$ cat src/rtl/lsq_pkg.sv
// Shared types for the load/store memory client: per-entry lifecycle state
// and the read/write encoding used on the request port.
package lsq_pkg;

  typedef enum logic [1:0] {
    ST_FREE = 2'd0,
    ST_PEND = 2'd1,
    ST_DONE = 2'd2
  } entry_state_t;

  localparam logic RW_READ  = 1'b0;
  localparam logic RW_WRITE = 1'b1;

endpackage

$ cat src/rtl/lsq_entry_ram.sv
// Per-entry payload storage: tag written at allocation (port A), load data
// written when the response arrives (port B), asynchronous read at the head.
module lsq_entry_ram #(
  parameter int ID_BITS    = 4,
  parameter int LINE_WIDTH = 32,
  parameter int TAG_BITS   = 5
) (
  input  logic                  clk,
  input  logic                  a_en,
  input  logic [ID_BITS-1:0]    a_addr,
  input  logic [TAG_BITS-1:0]   a_tag,
  input  logic                  b_en,
  input  logic [ID_BITS-1:0]    b_addr,
  input  logic [LINE_WIDTH-1:0] b_data,
  input  logic [ID_BITS-1:0]    rd_addr,
  output logic [LINE_WIDTH-1:0] rd_data,
  output logic [TAG_BITS-1:0]   rd_tag
);

  localparam int DEPTH = 1 << ID_BITS;

  logic [LINE_WIDTH-1:0] data_mem [DEPTH];
  logic [TAG_BITS-1:0]   tag_mem  [DEPTH];

  // The two ports own disjoint fields, so they never collide even on the same entry.
  always_ff @(posedge clk) begin
    if (a_en) tag_mem[a_addr] <= a_tag;
  end

  always_ff @(posedge clk) begin
    if (b_en) data_mem[b_addr] <= b_data;
  end

  assign rd_data = data_mem[rd_addr];
  assign rd_tag  = tag_mem[rd_addr];

endmodule

$ cat src/rtl/lsq_mem_client.sv
// Core-side ld/st memory initiator: tags loads with a queue id, collects
// out-of-order responses, retires load results in program order.
// Optional watchdog on the head entry is enabled with LSQ_TIMEOUT_EN.
module lsq_mem_client
  import lsq_pkg::*;
#(
  parameter int ADDR_WIDTH     = 32,
  parameter int LINE_WIDTH     = 32,
  parameter int CREG_ID_BITS   = 4,
  parameter int TAG_BITS       = 5,
  parameter int TIMEOUT_CYCLES = 256
) (
  input  logic                    clk,
  input  logic                    reset,
  input  logic                    core_valid,
  input  logic                    core_rw,
  input  logic [ADDR_WIDTH-1:0]   core_addr,
  input  logic [LINE_WIDTH-1:0]   core_data,
  input  logic [TAG_BITS-1:0]     core_tag,
  output logic                    core_ready,
  output logic                    ld_valid,
  output logic [LINE_WIDTH-1:0]   ld_data,
  output logic [TAG_BITS-1:0]     ld_tag,
  output logic                    mem_valid_out,
  output logic                    mem_rw_out,
  output logic [ADDR_WIDTH-1:0]   mem_addr_out,
  output logic [LINE_WIDTH-1:0]   mem_data_out,
  output logic [CREG_ID_BITS-1:0] mem_id_out,
  input  logic [LINE_WIDTH-1:0]   mem_data_in,
  input  logic [CREG_ID_BITS-1:0] mem_id_in,
  input  logic                    mem_ready_in,
  input  logic                    mem_stall_in,
  output logic                    lsq_empty,
  output logic                    timeout_err,
  output logic [1:0]              head_state
);

  localparam int DEPTH = 1 << CREG_ID_BITS;

  // Handshake: a request transfers on a rising clk edge where core_valid and
  // core_ready are both 1; core_valid must not depend on core_ready.
  logic [CREG_ID_BITS-1:0] head, tail;
  logic [CREG_ID_BITS:0]   count;
  entry_state_t            state [DEPTH];

  logic                  accept, alloc, retire, resp_ok;
  logic [LINE_WIDTH-1:0] head_data;
  logic [TAG_BITS-1:0]   head_tag;

  // count has one extra bit, so its MSB alone marks a full queue.
  assign core_ready = reset & !(mem_valid_out & mem_stall_in)
                      & ((core_rw == RW_WRITE) | !count[CREG_ID_BITS]);
  assign accept     = core_valid & core_ready;
  assign alloc      = accept & (core_rw == RW_READ);
  assign retire     = (state[head] == ST_DONE);
  assign resp_ok    = mem_ready_in & (state[mem_id_in] == ST_PEND);
  assign lsq_empty  = (count == '0) & !mem_valid_out;
  assign head_state = state[head];

  lsq_entry_ram #(
    .ID_BITS    (CREG_ID_BITS),
    .LINE_WIDTH (LINE_WIDTH),
    .TAG_BITS   (TAG_BITS)
  ) u_ram (
    .clk     (clk),
    .a_en    (alloc),
    .a_addr  (tail),
    .a_tag   (core_tag),
    .b_en    (resp_ok),
    .b_addr  (mem_id_in),
    .b_data  (mem_data_in),
    .rd_addr (head),
    .rd_data (head_data),
    .rd_tag  (head_tag)
  );

  // Issue stage: one registered request, frozen while memory stalls it.
  always_ff @(posedge clk or negedge reset) begin
    if (!reset) begin
      mem_valid_out <= 1'b0;
      mem_rw_out    <= 1'b0;
      mem_addr_out  <= '0;
      mem_data_out  <= '0;
      mem_id_out    <= '0;
    end else if (accept) begin
      mem_valid_out <= 1'b1;
      mem_rw_out    <= core_rw;
      mem_addr_out  <= core_addr;
      mem_data_out  <= core_data;
      mem_id_out    <= (core_rw == RW_WRITE) ? '0 : tail;
    end else if (!mem_stall_in) begin
      mem_valid_out <= 1'b0;
    end
  end

  // Entry lifecycle. Alloc hits a FREE entry, a response a PEND one and
  // retire a DONE one, so same-cycle updates always target distinct entries.
  always_ff @(posedge clk or negedge reset) begin
    if (!reset) begin
      head     <= '0;
      tail     <= '0;
      count    <= '0;
      ld_valid <= 1'b0;
      ld_data  <= '0;
      ld_tag   <= '0;
      for (int i = 0; i < DEPTH; i++) state[i] <= ST_FREE;
    end else begin
      ld_valid <= retire;
      if (retire) begin
        ld_data     <= head_data;
        ld_tag      <= head_tag;
        state[head] <= ST_FREE;
        head        <= head + 1'b1;
      end
      if (resp_ok) state[mem_id_in] <= ST_DONE;
      if (alloc) begin
        state[tail] <= ST_PEND;
        tail        <= tail + 1'b1;
      end
      case ({alloc, retire})
        2'b10:   count <= count + 1'b1;
        2'b01:   count <= count - 1'b1;
        default: count <= count;
      endcase
    end
  end

  always @(posedge clk) begin
    if (reset && mem_ready_in)
      assert (state[mem_id_in] == ST_PEND)
      else $error("lsq_mem_client: response for non-pending id %0d", mem_id_in);
  end

`ifdef LSQ_TIMEOUT_EN
  localparam int TW = $clog2(TIMEOUT_CYCLES + 1);
  logic [TW-1:0] wd_cnt;
  logic          wd_err;

  always_ff @(posedge clk or negedge reset) begin
    if (!reset) begin
      wd_cnt <= '0;
      wd_err <= 1'b0;
    end else begin
      if (retire)
        wd_cnt <= '0;
      else if (state[head] == ST_PEND && wd_cnt != TW'(TIMEOUT_CYCLES))
        wd_cnt <= wd_cnt + 1'b1;
      if (wd_cnt == TW'(TIMEOUT_CYCLES)) wd_err <= 1'b1;
    end
  end

  assign timeout_err = wd_err;
`else
  assign timeout_err = 1'b0;
`endif

endmodule

$ cat config.mk
export PLATFORM = sky130hd
export DESIGN_NAME = lsq_mem_client
export DESIGN_NICKNAME = d
export VERILOG_FILES = /design/src/rtl/lsq_pkg.sv /design/src/rtl/lsq_entry_ram.sv /design/src/rtl/lsq_mem_client.sv
export SDC_FILE = /design/constraint.sdc
export NUM_CORES = 1
export LEC_CHECK = 0
export CAP_MARGIN = 20
export CORE_MARGIN = 10
export CORE_UTILIZATION = 55
export DETAILED_ROUTE_END_ITERATION = 16
export GPL_ROUTABILITY_DRIVEN = 0
export PLACE_DENSITY = 0.76
export SLEW_MARGIN = 25
export SYNTH_ARGS = -nofsm -noshare
export SYNTH_HDL_FRONTEND = slang
export SYNTH_HIERARCHICAL = 1
export SYNTH_SLANG_ARGS = --single-unit
$ cat constraint.sdc
create_clock -name clk -period 10.05 [get_ports clk]
set_input_delay 2.5125 -clock clk [delete_from_list [all_inputs] [get_ports clk]]
set_output_delay 2.5125 -clock clk [all_outputs]
set_load 0.01 [all_outputs]
# After elaboration in Yosys (flattened, before gate mapping)
# Memory sizes are Yosys's and may differ from the RTL's. A register that Yosys moved wholly into a read port is not among the register bits.
# Index checks and enable logic that the tools add are counted.
word_totals:
  ramBits: 592
  in_bits: 111
  memories: 2
  out_inout_bits: 113
  word_cells: 95
  reg_bits: 116
op_classes:
  n_mux: 23
  add_sub_neg: 4
  eq_ne: 5
  magnitude_cmp: 6
  bitwise_logic: 20
  n_reduce_logical: 10
memory_table:
  columns: ["memory", "depth", "width", "read_ports", "rd_clocked_by_memory_dff", "write_ports", "line", "text"]
  rows:
  - ["u_ram.data_mem", 16, 32, 1, 1, 1, "lsq_entry_ram.sv:22", "logic [LINE_WIDTH-1:0] data_mem [DEPTH];"]
  - ["u_ram.tag_mem", 16, 5, 1, 1, 1, "lsq_entry_ram.sv:23", "logic [TAG_BITS-1:0] tag_mem [DEPTH];"]
ops:
  columns: ["op", "count"]
  rows:
  - ["32-bit 2-to-1 mux", 3]
  - ["16-bit AND", 2]
  - ["32-bit AND", 1]
  - ["16-bit NOT", 2]
  - ["32-bit NOT", 1]
  - ["16-bit bitwise OR", 2]
  - ["2-bit demux with 4-bit select", 3]
  - ["2-bit binary-select mux with 4-bit select", 2]
  - ["5-bit greater-or-equal comparator (second input constant)", 3]
  - ["5-bit by 1-bit less-than comparator with 1-bit output (second input constant)", 3]
  - ["4-bit NOT with 5-bit output", 3]
  - ["2-bit 2-to-1 mux", 7]
  - ["5-bit case mux with 2 select lines", 1]
  - ["4-bit by 1-bit adder with 4-bit output (second input constant)", 2]
  - ["1-bit AND", 7]
  - ["1-bit 2-to-1 mux", 6]
  - ["5-bit by 1-bit adder with 5-bit output (second input constant)", 1]
  - ["1-bit logical NOT", 5]
  - ["5-bit logical NOT", 1]
  - ["5-bit by 1-bit subtractor with 5-bit output (second input constant)", 1]
  - ["2-bit by 1-bit == test with 1-bit output (second input constant)", 2]
  - ["2-bit == test (second input constant)", 2]
  - ["4-bit 2-to-1 mux", 1]
  - ["1-bit logical AND", 3]
  - ["other kinds (4)", 4]

# Longest topological paths before layout
logic_depth:
  depth_word: 12
  ltp_mapped: 17
  mapped_depth_nobuf: 13

# Cells and area by module
# The synthesis kept the hierarchy.
by_module_without_submodules:
  columns: ["mod", "area_per_inst_um2", "instances", "seq_area_each_um2", "cells_per_inst"]
  rows:
  - ["lsq_entry_ram", 22311.4, 1, 17777.0, 949]
  - ["lsq_mem_client", 7083.0, 1, 3828.7, 518]

# Least setup slack after synthesis
# OpenSTA, ideal clock, no wires.
synth_path:
  kind: "in2reg"
  start: "in mem_id_in[0]"
  end: "mem u_ram.data_mem[0][0], enable pin"
  n_path_buf: 2
  required_ns: 9.589
  slack_ns: 2.871
  setup_ns: 0.461
  arrival_time_ns: 6.718
  path_stages: 7
  path_cell_list: "clkbuf_1 > clkbuf_1 > mux4_2 > o22ai_1 > o2111a_1 > or3b_2 > nor3_1"
synth_via:
  elab_chain_cells: 8
synth_rtl:
  columns: ["item", "line", "text"]
  rows:
  - ["from (decl)", "lsq_mem_client.sv:30", "input logic [CREG_ID_BITS-1:0] mem_id_in,"]
  - ["4-bit NOT with 5-bit output (implied by the code)", "lsq_mem_client.sv:56", "assign resp_ok = mem_ready_in & (state[mem_id_in] == ST_PEND);"]
  - ["2-bit binary-select mux with 4-bit select", "lsq_mem_client.sv:56", null]
  - ["2-bit 2-to-1 mux (implied by the code) (2 in a row)", "lsq_mem_client.sv:56", null]
  - ["2-bit by 1-bit == test with 1-bit output", "lsq_mem_client.sv:56", null]
  - ["1-bit AND", "lsq_mem_client.sv:56", null]
  - ["named net resp_ok", "lsq_mem_client.sv:46", "logic accept, alloc, retire, resp_ok;"]
  - ["1-bit 2-to-1 mux", "lsq_entry_ram.sv:31", "if (b_en) data_mem[b_addr] <= b_data;"]
  - ["1-bit 2-to-1 mux (implied by the code)", "lsq_entry_ram.sv:31", null]
  - ["to (decl)", "lsq_entry_ram.sv:22", null]
# The timed path passes the listed nets, and every way through them passes these cells. The select of a mux whose other input is x is not followed.

# Final worst setup path
layout_path:
  start: "in reset"
  end: "out core_ready"
layout_via:
  elab_chain_cells: 2
layout_rtl:
  columns: ["item", "line", "text"]
  rows:
  - ["from (decl)", "lsq_mem_client.sv:14", "input logic reset,"]
  - ["1-bit AND", "lsq_mem_client.sv:51", "assign core_ready = reset & !(mem_valid_out & mem_stall_in)"]
  - ["1-bit AND", "lsq_mem_client.sv:52", "& ((core_rw == RW_WRITE) | !count[CREG_ID_BITS]);"]
  - ["to (decl)", "lsq_mem_client.sv:20", "output logic core_ready,"]
# No other way between the ends.

==> results.tsv <==
stage	metric	value	unit
layout	drive_gt1_share	24.2	%
setup_path	worst_r2r_path_depth	13	
logic_synthesis	synth-warning-count	6	
clocking	cts_max_path_buffers	3	
min_path	hp-class	flip-flop to flip-flop	
detailed_routing	drt_pre_antenna_iters	5	
setup_path	required	7.54	ns
setup_path	timing.rr.start	head[0]	
setup_path	crit_type	input pin to primary output	
timing	tightest_slew	0.945	ns
die	die_x	251	um
power_and_ir_drop	p_int	0.00697	W
setup_path	cp_top_family	buffers and inverters	
timing	clock_skew	0.0237	ns
timing	drv_slew	0	
timing	finalCritPeriodShare	67.7	%
detailed_routing	wl	63300	um
global_routing	grt_pass1_vias	15880	
logic_synthesis	synth-async-reset-ratio	20.5	%
clocking	cts_setup_buffers	0	
setup_path	worstSetupEndpointType	primary output	
die	dieArea	63100	um^2
min_path	whs_path_depth	1	
run	cap_violations	0	
power_and_ir_drop	power.density	281	nW/um^2
setup_path	rr_endpoint	count[4]	
logic_synthesis	synth_edf_count	592	
power_and_ir_drop	clockPowerShare	28.5	%
setup_path	worstPathMaxFanout	86	
clocking	cts_max_level	3	
detailed_routing	ant_nets	0	
layout	areaGrowthSynthToFinish	19.4	%
clocking	cts_tree	done	
logic_synthesis	syn_area	29400	um^2
global_routing	antenna_found_initial	0	
power_and_ir_drop	p_leak	12.1	nW
setup_path	reg2reg_slack	5.75	ns
setup_path	setup.worst_path.start	reset	
clocking	clock_latency	0.61	ns
global_routing	grt_pass1_wl	98100	um
layout	nets	1838	
placed_design	io_buffers	222	
layout	antenna_cells	0	
clocking	hold_buffers	0	
detailed_routing	vias	15056	
clocking	cts_sinks	745	
setup_path	cp.arrival	4.29	ns
timing	holdWs	0.501	ns
setup_path	cpPeakStageDelay	0.62	ns
die	rows	84	
power_and_ir_drop	seq_power_share	39.8	%
power_and_ir_drop	switching_share	29.2	%
min_path	hold_start	mem_addr_out[21]	
global_routing	grt_usage	20.2	%
detailed_routing	drt_iter0_markers	1589	
timing	period_needed	6.80	ns
timing	setup_viol	0	
timing	relSlewSlack	36.8	%
clocking	post_cts_resized	0	
die	die_h	251	um
timing	max_freq	147	MHz
die	pin_count	224	
logic_synthesis	synth_nets	1589	
power_and_ir_drop	power_switching	0.00288	W
timing	hold_viol	0	
setup_path	crit_path_start_kind	input pin	
logic_synthesis	avgSynthCellArea	20.0	um^2
detailed_routing	route.detailed.drc	0	
logic_synthesis	yosysSeqAreaShare	73.5	%
power_and_ir_drop	combPwrFrac	31.7	%
logic_synthesis	synth_flop_cell	edfxtp_1	
min_path	hold_end	mem_addr_out[21]	
outcome	status	complete, no violations	
logic_synthesis	netlist-cell-type-count	53	
logic_synthesis	ys_ff_latch	745	
timing	tns	0	ns
clocking	cts-root-buf	clkbuf_16	
detailed_routing	routed_via_density	6.11	
setup_path	crit_chain	buf_6 > nand2_1 > a21oi_1 > clkdlybuf4s50_1	
logic_synthesis	synthCells	1467	
placed_design	hpwl	38400	um
global_routing	grt_max_degree	128	
global_routing	overflow	0	
power_and_ir_drop	vdd_ir_drop_max	0.275	mV
clocking	cts.clk_slew.worst_paths	0.05	ns
clocking	cts_buffers	76	
die	start_util	55.7	%
die	coreArea	52800	um^2
setup_path	worst-path-buf-inv	2	
setup_path	crit_slowest_cell	clkdlybuf4s50_1	
timing	rsz0062_at_grt	false	
detailed_routing	wl_per_cell	25.7	um
registers in the layout, indices dropped and copies added, names as in the netlist, 4 cells and up:
signal and cells:
ld_data 32, mem_id_out 4, ld_tag 5, mem_data_out 32, tail 4, u_ram/data_mem 512, u_ram/tag_mem 80, count 5
state 32, mem_addr_out 32, head 4
area by class of cell:
| type | instances | area [um^2] |
|---|---|---|
| repair buffers | 250 | 2660 |
| multi-input cells | 631 | 7420 |
| clock inverters | 35 | 403 |
| flip-flops and latches | 745 | 21600 |
| well taps | 688 | 861 |
| fillers | 3346 | 17700 |
| clock buffers | 105 | 2090 |
| inverters | 12 | 45.0 |
worst max-delay path by stage:
stage                            endpoint  slack [ns]  depth (start not counted)
global placement    u_ram/data_mem[1][17]        3.33                          8
finish                         core_ready        3.25                          4
global route                   core_ready        3.05                          4
floorplan            u_ram/data_mem[0][0]        2.87                          7
detailed placement             core_ready        3.26                          4
CTS                            core_ready        3.19                          4
cell usage in the layout, fill, tap and decap left out, types with 7 or more instances in the layout:
cell,instances
inv_1,12
nand3_1,12
dfrtp_1,151
clkinv_1,9
nand2b_1,8
nor2_1,21
ha_1,11
mux2_4,38
nand2_1,95
mux4_2,160
a21oi_1,7
mux2i_1,12
a22oi_1,88
mux2_2,65
buf_4,14
clkbuf_16,78
buf_16,8
edfxtp_1,592
clkbuf_1,23
nor2_4,13
nor3_1,8
a32o_1,11
bufinv_16,8
clkdlybuf4s50_1,221
clkinv_2,9
worst register-to-register path: stages (launching register included):
cell and delay, ns:
dfrtp_4 0.89, mux4_2 0.66, a22o_1 0.29, a31o_4 0.24, nand2_8 0.42, inv_1 0.19, ha_1 0.31, xor2_1 0.19
ha_1 0.23, nor4bb_1 0.28, a21oi_1 0.07, o22a_1 0.19, nor2_1 0.10, xor2_1 0.15
synth_stat cells (3+ instances only):
library cell | number | area share (%)
a21oi_1 | 7 | 0.12
edfxtp_1 | 592 | 60
buf_4 | 9 | 0.23
xnor2_1 | 5 | 0.15
buf_2 | 8 | 0.14
buf_12 | 4 | 0.27
nand2b_1 | 8 | 0.17
clkbuf_1 | 29 | 0.37
a22o_1 | 5 | 0.15
nor2b_1 | 7 | 0.15
buf_1 | 21 | 0.27
mux2_2 | 65 | 2.5
nand2_1 | 96 | 1.2
nor3_1 | 12 | 0.20
nand3_1 | 12 | 0.20
inv_1 | 12 | 0.15
a32o_1 | 11 | 0.37
xor2_1 | 6 | 0.18
and2_1 | 7 | 0.15
nand3b_1 | 5 | 0.13
nor2_1 | 34 | 0.43
mux4_2 | 160 | 12
buf_6 | 8 | 0.31
o21ai_0 | 4 | 0.068
mux2_4 | 38 | 1.9
ha_1 | 11 | 0.47
a22oi_1 | 88 | 2.2
mux2i_1 | 12 | 0.41
nor4b_1 | 4 | 0.12
dfrtp_1 | 153 | 13
and3b_1 | 3 | 0.089
metal layers:
layer	up-vias	track usage (%)	share of wire (%)
met5	-	0	0
met3	109	4.12	7.9
met2	676	32.0	49
met1	7827	27.8	41
li1	6444	-	-
met4	0	6.75	2.3
per-stage QoR:
stage	instance area [um^2]	util, %	total power, W	instances	setup slack, ns
final	35100	66.5	0.00985	2466	3.25
after global routing	35100	66.5	0.0103	2466	3.05
after CTS	35100	66.5	0.00992	2465	3.19
after detailed placement	32600	61.7	0.00709	2325	3.26
after global placement	32300	61.2	0.00701	2314	3.33
after floorplan	29400	-	0.00611	1467	2.87
power groups by stage:
stage	Combinational (W)	Sequential (W)	Clock, W
2_1_floorplan	0.00218	0.00393	0
3_3_place_gp	0.00305	0.00396	0
3_5_place_dp	0.00311	0.00398	0
4_1_cts	0.00314	0.00392	0.00286
5_1_grt	0.00335	0.00396	0.00298
6_report	0.00312	0.00392	0.00281
kinds of logic after synthesis:
family,after synthesis,share of synthesized area [%]
flops,745,73.5
simple gates,200,3.26
mux,277,17.3
buf+inv,91,1.74
fa+ha+maj,11,0.468
compound gates,131,3.42
other cells,1,0.0128
xor+xnor,11,0.328
Power figures use the tool's default switching activity.
